**src/rtl/branch_pc_unit.sv**
```systemverilog
`default_nettype none
// +--------------------------------------------------------------------------+
// | Module   : branch_pc_unit                                                |
// | Brief    : Next-PC select, B-type condition decode, PC register and the  |
// |            IDLE/FETCH/EXEC instruction-fetch sequencer.                  |
// |            Optional feature macro: INSTR_MISALIGN_TRAP_EN                |
// | Revision : 1.0 - initial release                                         |
// +--------------------------------------------------------------------------+
module branch_pc_unit #(
  parameter int                DWIDTH       = 32,
  parameter logic [DWIDTH-1:0] RESET_VECTOR = '0,
  parameter logic [DWIDTH-1:0] TRAP_VECTOR  = DWIDTH'(32'h0000_0100)
) (
  input  logic              Clk,
  input  logic              Rst,
  input  logic              Branch_Equal,
  input  logic              Branch_Lt,
  output logic              Branch_Un_Ctrl,
  input  logic [2:0]        Funct3,
  input  logic              Branch,
  input  logic              Jump,
  input  logic              Jalr,
  input  logic [DWIDTH-1:0] Imm,
  input  logic [DWIDTH-1:0] Read_Reg_Data_1,
  input  logic              Instr_Retire,
  input  logic              Fetch_Ready,
  output logic              Fetch_Valid,
  output logic [DWIDTH-1:0] Fetch_Addr,
  output logic [DWIDTH-1:0] PC,
  output logic [DWIDTH-1:0] PC_Plus_4,
  output logic              Branch_Taken,
  output logic              Trap_Misalign
);

  localparam logic [1:0] c_IDLE  = 2'd0;
  localparam logic [1:0] c_FETCH = 2'd1;
  localparam logic [1:0] c_EXEC  = 2'd2;

  logic [1:0]        r_state;
  logic [DWIDTH-1:0] r_pc;
  logic              r_trap;
  logic              w_cond;
  logic [DWIDTH-1:0] w_jalr_sum;
  logic [DWIDTH-1:0] w_next_pc;

  // Unsigned compare for BLTU/BGEU is selected by funct3 bit 1.
  assign Branch_Un_Ctrl = Funct3[1];

  always_comb begin
    w_cond = 1'b0;
    case (Funct3)
      3'b000:          w_cond = Branch_Equal;
      3'b001:          w_cond = ~Branch_Equal;
      3'b100, 3'b110:  w_cond = Branch_Lt;
      3'b101, 3'b111:  w_cond = ~Branch_Lt;
      default:         w_cond = 1'b0;
    endcase
  end

  assign Branch_Taken = Jump | (Branch & w_cond);
  assign w_jalr_sum   = Read_Reg_Data_1 + Imm;

  always_comb begin
    w_next_pc = r_pc + DWIDTH'(4);
    if (Jump && Jalr)
      w_next_pc = {w_jalr_sum[DWIDTH-1:1], 1'b0};
    else if (Branch_Taken)
      w_next_pc = r_pc + Imm;
  end

  always_ff @(posedge Clk or posedge Rst) begin
    if (Rst) begin
      r_state <= c_IDLE;
      r_pc    <= RESET_VECTOR;
      r_trap  <= 1'b0;
    end else begin
      r_trap <= 1'b0;
      case (r_state)
        c_IDLE:  r_state <= c_FETCH;
        c_FETCH: if (Fetch_Ready) r_state <= c_EXEC;
        c_EXEC: begin
          if (Instr_Retire) begin
            r_state <= c_FETCH;
`ifdef INSTR_MISALIGN_TRAP_EN
            // Only a taken redirect can land on a non-word-aligned target.
            if (Branch_Taken && w_next_pc[1]) begin
              r_pc   <= TRAP_VECTOR;
              r_trap <= 1'b1;
            end else begin
              r_pc <= w_next_pc;
            end
`else
            r_pc <= w_next_pc;
`endif
          end
        end
        default: r_state <= c_IDLE;
      endcase
    end
  end

`ifndef INSTR_MISALIGN_TRAP_EN
  logic w_unused_trap_vector;
  assign w_unused_trap_vector = ^TRAP_VECTOR;
`endif

  // Fetch_Valid is decoded from state so an async reset drops it at once.
  assign Fetch_Valid   = (r_state == c_FETCH);
  assign Fetch_Addr    = r_pc;
  assign PC            = r_pc;
  assign PC_Plus_4     = r_pc + DWIDTH'(4);
  assign Trap_Misalign = r_trap;

endmodule
`default_nettype wire

```
**config.mk**
```make
export PLATFORM = sky130hd
export DESIGN_NAME = branch_pc_unit
export DESIGN_NICKNAME = d
export VERILOG_FILES = /design/src/rtl/branch_pc_unit.sv
export SDC_FILE = /design/constraint.sdc
export NUM_CORES = 1
export LEC_CHECK = 0
export BUFFER_PORTS_ARGS = -buffer_cell sky130_fd_sc_hd__buf_2
export CAP_MARGIN = 20
export CORE_UTILIZATION = 40
export DETAILED_ROUTE_END_ITERATION = 16
export HOLD_SLACK_MARGIN = 0.1
export PLACE_DENSITY = 0.71
export SYNTH_ARGS = -nofsm -noshare
export SYNTH_HDL_FRONTEND = slang
export SYNTH_SLANG_ARGS = --single-unit
```
**constraint.sdc**
```tcl
create_clock -name Clk -period 2.73 [get_ports Clk]
set_clock_uncertainty 0.2 [all_clocks]
set_input_delay 0.546 -clock Clk [delete_from_list [all_inputs] [get_ports Clk]]
set_output_delay 0.546 -clock Clk [all_outputs]
set_load 0.02 [all_outputs]
```
Word-level counts from Yosys, hierarchy flattened
Index checks and enable logic that the tools add are counted.
Cells by class
  reduce and logical (&&, ||, !) cells: 7
  bitwise operators: 4
  $add $sub $neg: 3
  multiplexer cells: 6
  eq/ne operators: 9
Operator list (count)
  adder 32 bit: 2
  2-to-1 mux 32 bit: 2
  adder 32 x 3 -> 32 bit, second input constant: 1
  equality test 3 bit, second input constant: 4
  one-hot mux 2 bit (3 select lines): 1
  2-to-1 mux 2 bit: 2
  != test 2 bit, second input constant: 2
  one-hot mux 1 bit (4 select lines): 1
  AND reduction 2 bit: 2
  OR reduction 2 bit: 2
  equality test 3 x 1 -> 1 bit, second input constant: 1
  logical NOT 3 bit: 1
  equality test 2 x 1 -> 1 bit, second input constant: 1
  equality test 2 bit, second input constant: 1
  logical NOT 2 bit: 1
  inverter 1 bit: 2
  bitwise AND 1 bit: 1
  logical AND 1 bit: 1
  OR 1 bit: 1
Word-level totals
  output and inout port bits: 100
  word-level logic and storage cells: 31
  input bits: 76
  flip-flop bits (word level): 34

Logic depth before layout (Yosys ltp)
  depth after elaboration: 7
  gate-level depth with buffers: 12
  mapped depth without buffers: 12

Worst setup path before layout
Ideal clock, no wire load.
  path type: input -> register
  start point: input port Imm[0]
  end point: register r_pc[26] (netlist: Fetch_Addr[26])
  stages on the path: 11
  buffers on the path: 0
  arrival: 2.681 ns
  setup time: 0.137 ns
  required time: 2.393 ns
  path slack: -0.289 ns
  cell sequence: and2_1 fa_1 a211oi_1 nor2_1 o311ai_1 nand3_1 nor2_1 o22ai_1 xor2_1 a221oi_1 a22oi_1
Between the ends
  cells in the longest elaborated chain, start to end: 3
  elaborated cells on any way between the ends: 4
  classes of those cells: add/sub (2); mux (2)
Ends and longest elaborated chain
  start: declaration: line 23  | input logic [DWIDTH-1:0] Imm,
  adder 32 bit: line 68  | w_next_pc = r_pc + Imm;
  2-to-1 mux 32 bit: line 67  | else if (Branch_Taken)
  2-to-1 mux 32 bit *: line 65  | if (Jump && Jalr)
  end signal: assignment: line 93  | r_pc <= w_next_pc;
  end: declaration: line 40  | logic [DWIDTH-1:0] r_pc;
Every way passes the cells marked *; elsewhere a longest branch is shown, timed or not.
A chain may end at the register's enable or synchronous reset.

Final worst setup path
Same ends and word-level chain as after synthesis.

==> flow_summary.toml <==
[run_status]
status = "complete, but fails checks"
violations = "negative setup slack"

[floorplan]
fp.dieArea_um2 = 15420
die_w_um = 124.2
initial_utilization_pct = 41.07
core-area_um2 = 14530
io_pins = 176
die_h_um = 124.2
num_rows = 44

[synthesis]
synthDistinctLibCells = 76
syn_area_um2 = 5969
yosysWarnings = 0
synth-edff-count = 0
syn_nets = 960
synth.avg_cell_area_um2 = 7.280
ys_seq_area_share_pct = 14.25
synthCells = 820
ys_ff_latch = 34
synthFlopType = "dfrtp_1"
async_flop_share_pct = 100.0

[placement]
place_area_um2 = 8427
place_congestion = 0.9620
dp_cells = 1328
dp_hpwl_um = 18730
io_buffer_count = 174

[global_routing]
grt_start_max_net_pins = 35
grt_pass1_vias = 7153
grt_pass1_wl_um = 36020
gr-total-overflow = 0
grt_util_all_layers_pct = 30.43
antenna_found_initial = 0

[timing]
finalCritPeriodShare_pct = 109.2
worst_slew_pin_slew_ps = 556.3
timing.fmax_ghz = 0.3354
report.final.slew_viol_count = 0
fin_crit_ps = 2981
finalHoldViolations = 0
slew_headroom_pct = 62.92
setup_viol = 23
rsz0062_at_grt = "yes"
setup_ws_ps = -251.3

[job]
max_cap_violations = 0

[power_and_ir_drop]
seqPwrFrac_pct = 11.4
p_int_uw = 4531
swShare_pct = 50.89
pwr-share-clk_pct = 6.6
combPwrFrac_pct = 81.9
leakage_uw = 0.004627
ir_worst_vdd_v = 0.0004457
p_switching_uw = 4696
powerDensity_nw_per_um2 = 958.2

[final_layout]
instances_no_fill = 1375
antennaDiodeCount = 0
drive_gt1_share_pct = 47.10
nFillCells = 1187
fin_nets = 1330
final_util_pct = 66.25
syn2layout_area_growth_pct = 61.31
design_area_um2 = 9629

[worst_setup_path]
cp_num_buf_inv = 2
cp-end-kind = "register"
worst_ep_required_time_ps = 2680
critical_path.top_delay_family = "compound AO/OA/AOI/OAI gates"
crit_arrival_ps = 2930
critPathMaxStageDelay_ps = 360
setup.worst_path.class = "in2reg"
crit_chain = "buf_6, and2_4, fa_2, a211oi_4, nor2_2, o311ai_1, buf_4, nand3_4, nor2_4, o22ai_4, xor2_1, a221oi_1, a22oi_1"
cpMaxStageDelayCell = "fa_2"
cp_max_fo = 3
start_kind = "input port"

[route]
drt_iter0_drc = 784
dr.pass1.iters = 6
wl_um = 25270
ant_nets = 0
drc = 0
wl_per_cell_um = 18.38
viasPerCell = 5.781
vias = 7949

[clock_network]
cts-hold-fix-buffers = 0
cts_max_level = 2
cts_made_buffers = 5
clk_path_buf_depth = 2
clock-sinks = 34
path_clk_slew_ps = 60
cts_root_buffer = "clkbuf_16"
tritoncts = "built"
insertion_delay_ps = 290

[hold_path]
hp-class = "in2async"
==> synth_stat cells, drive strengths merged, types with 3 or more instances <==
| cell type | number | area [um^2] |
|---|---|---|
| a211oi | 16 | 135.1 |
| a21o | 14 | 105.1 |
| a21oi | 77 | 392.9 |
| a221oi | 3 | 26.28 |
| a22oi | 7 | 57.55 |
| a311oi | 3 | 26.28 |
| a31oi | 6 | 37.54 |
| and2 | 8 | 50.05 |
| and3 | 13 | 81.33 |
| buf | 40 | 289.0 |
| clkbuf | 29 | 108.9 |
| dfrtp | 34 | 850.8 |
| ha | 62 | 775.7 |
| inv | 22 | 82.58 |
| mux2i | 7 | 70.07 |
| nand2 | 92 | 345.3 |
| nand2b | 13 | 81.33 |
| nand3 | 31 | 160.1 |
| nand4 | 24 | 150.1 |
| nor2 | 48 | 180.2 |
| nor2b | 12 | 75.07 |
| nor3 | 18 | 95.09 |
| nor4 | 3 | 18.77 |
| o211ai | 12 | 90.09 |
| o21a | 10 | 75.07 |
| o21ai | 77 | 389.1 |
| o21bai | 8 | 60.06 |
| o221ai | 3 | 32.53 |
| o22ai | 5 | 31.28 |
| o31ai | 6 | 45.04 |
| or2 | 3 | 18.77 |
| or3 | 5 | 31.28 |
| xnor2 | 44 | 385.4 |
| xor2 | 31 | 271.5 |
==> power groups by stage <==
stage | Clock (uW) | Sequential [uW] | Combinational (uW)
global route | 626 | 1080 | 8110
global placement | 0 | 1030 | 6380
CTS | 611 | 1020 | 6890
finish | 612 | 1060 | 7560
floorplan | 0 | 1360 | 3750
detailed placement | 0 | 1040 | 6450
==> placed cells by master (no fill, tap or decap), types with 6 or more instances in the layout <==
cell and n:
a211oi_1 8, nor2_1 39, o21ai_0 49, xor2_1 25, mux2i_1 7, nand2b_1 11, buf_6 19, o211ai_1 12
ha_4 10, a22oi_1 6, o21bai_1 8, a21o_1 14, ha_1 51, xnor2_2 13, nand2_1 87, inv_1 20
nor3_1 12, buf_4 258, xnor2_1 30, o21ai_1 23, o21a_1 10, and3_1 9, nor2b_1 11, nand4_1 24
dfrtp_1 27, a21oi_2 9, nand3_1 24, buf_2 155, a21oi_1 66, dfrtp_2 7
==> per-stage QoR <==
| step | worst slack, ps | power (uW) | setup TNS (ps) | hold WS [ps] |
|---|---|---|---|---|
| after detailed placement | -599.0 | 7483 | -8942 | 299.8 |
| after global placement | -515.1 | 7409 | -7485 | 292.3 |
| final | -251.3 | 9227 | -3018 | 176.7 |
| after global routing | -365.8 | 9813 | -5577 | 233.9 |
| after floorplan | -105.0 | 5115 | -278.9 | 269.5 |
| after CTS | -198.0 | 8518 | -1561 | 194.4 |
==> layer usage <==
metal,share of wire [%],routed length [um],global-route usage [%]
met1,42,10580,41.94
met2,46,11580,49.00
met3,8.8,2225,2.930
met4,3.5,880,11.09
met5,0,0,0
==> cell type report <==
class / instances / area, um^2 / share of cell area [%]
tap: 184 / 230.2 / 2.391
clock buffer: 7 / 142.6 / 1.481
multi-input combinational: 695 / 5383 / 55.90
clock inverter: 1 / 5.005 / 0.05198
inverter: 22 / 82.58 / 0.8576
timing repair buffer: 432 / 2927 / 30.39
sequential: 34 / 859.6 / 8.927
==> final timing paths <==
| check | from | endpoint | slack [ps] | cells past startpoint |
|---|---|---|---|---|
| max in group asynchronous | Rst | Fetch_Addr[0] | 1780 | 3 |
| min in group Clk | r_state[1] | r_state[0] | 300 | 1 |
| max reg2reg | Fetch_Addr[2] | Fetch_Addr[27] | -170 | 11 |
| min reg2reg | r_state[1] | r_state[0] | 300 | 1 |
| min | Rst | Fetch_Addr[28] | 180 | 3 |
| max | Imm[0] | Fetch_Addr[26] | -250 | 13 |
==> repair_timing <==
action,in CTS,in global routing
setup buffers,15,25
pin swaps,41,53
endpoints found under the setup margin,34,40
resized for setup,75,88
==> flip-flops by register name (all words and copies together) (netlist names) <==
name,flops
Fetch_Addr,32
r_state,2
==> worst register-to-register path: cells and delay by family (launching register included) <==
kind / cells / cell delay [ps]
AND/OR/NAND/NOR: 2 / 190
multiplexers: 1 / 290
buffers and inverters: 1 / 140
AO/OA/AOI/OAI: 6 / 1280
flip-flops: 1 / 430
adder cells (fa/ha/maj): 1 / 250
==> kinds of logic after synthesis <==
kind of cell,count (synthesis),share of synthesized area (%)
AND/OR/NAND/NOR,274,22.15
multiplexers,8,1.362
adder cells (fa/ha/maj),64,13.67
other,1,0.06282
flip-flops,34,14.25
buffers and inverters,91,8.048
AO/OA/AOI/OAI,273,29.45
XOR/XNOR,75,11.00
(Power assumes the default switching activity.)
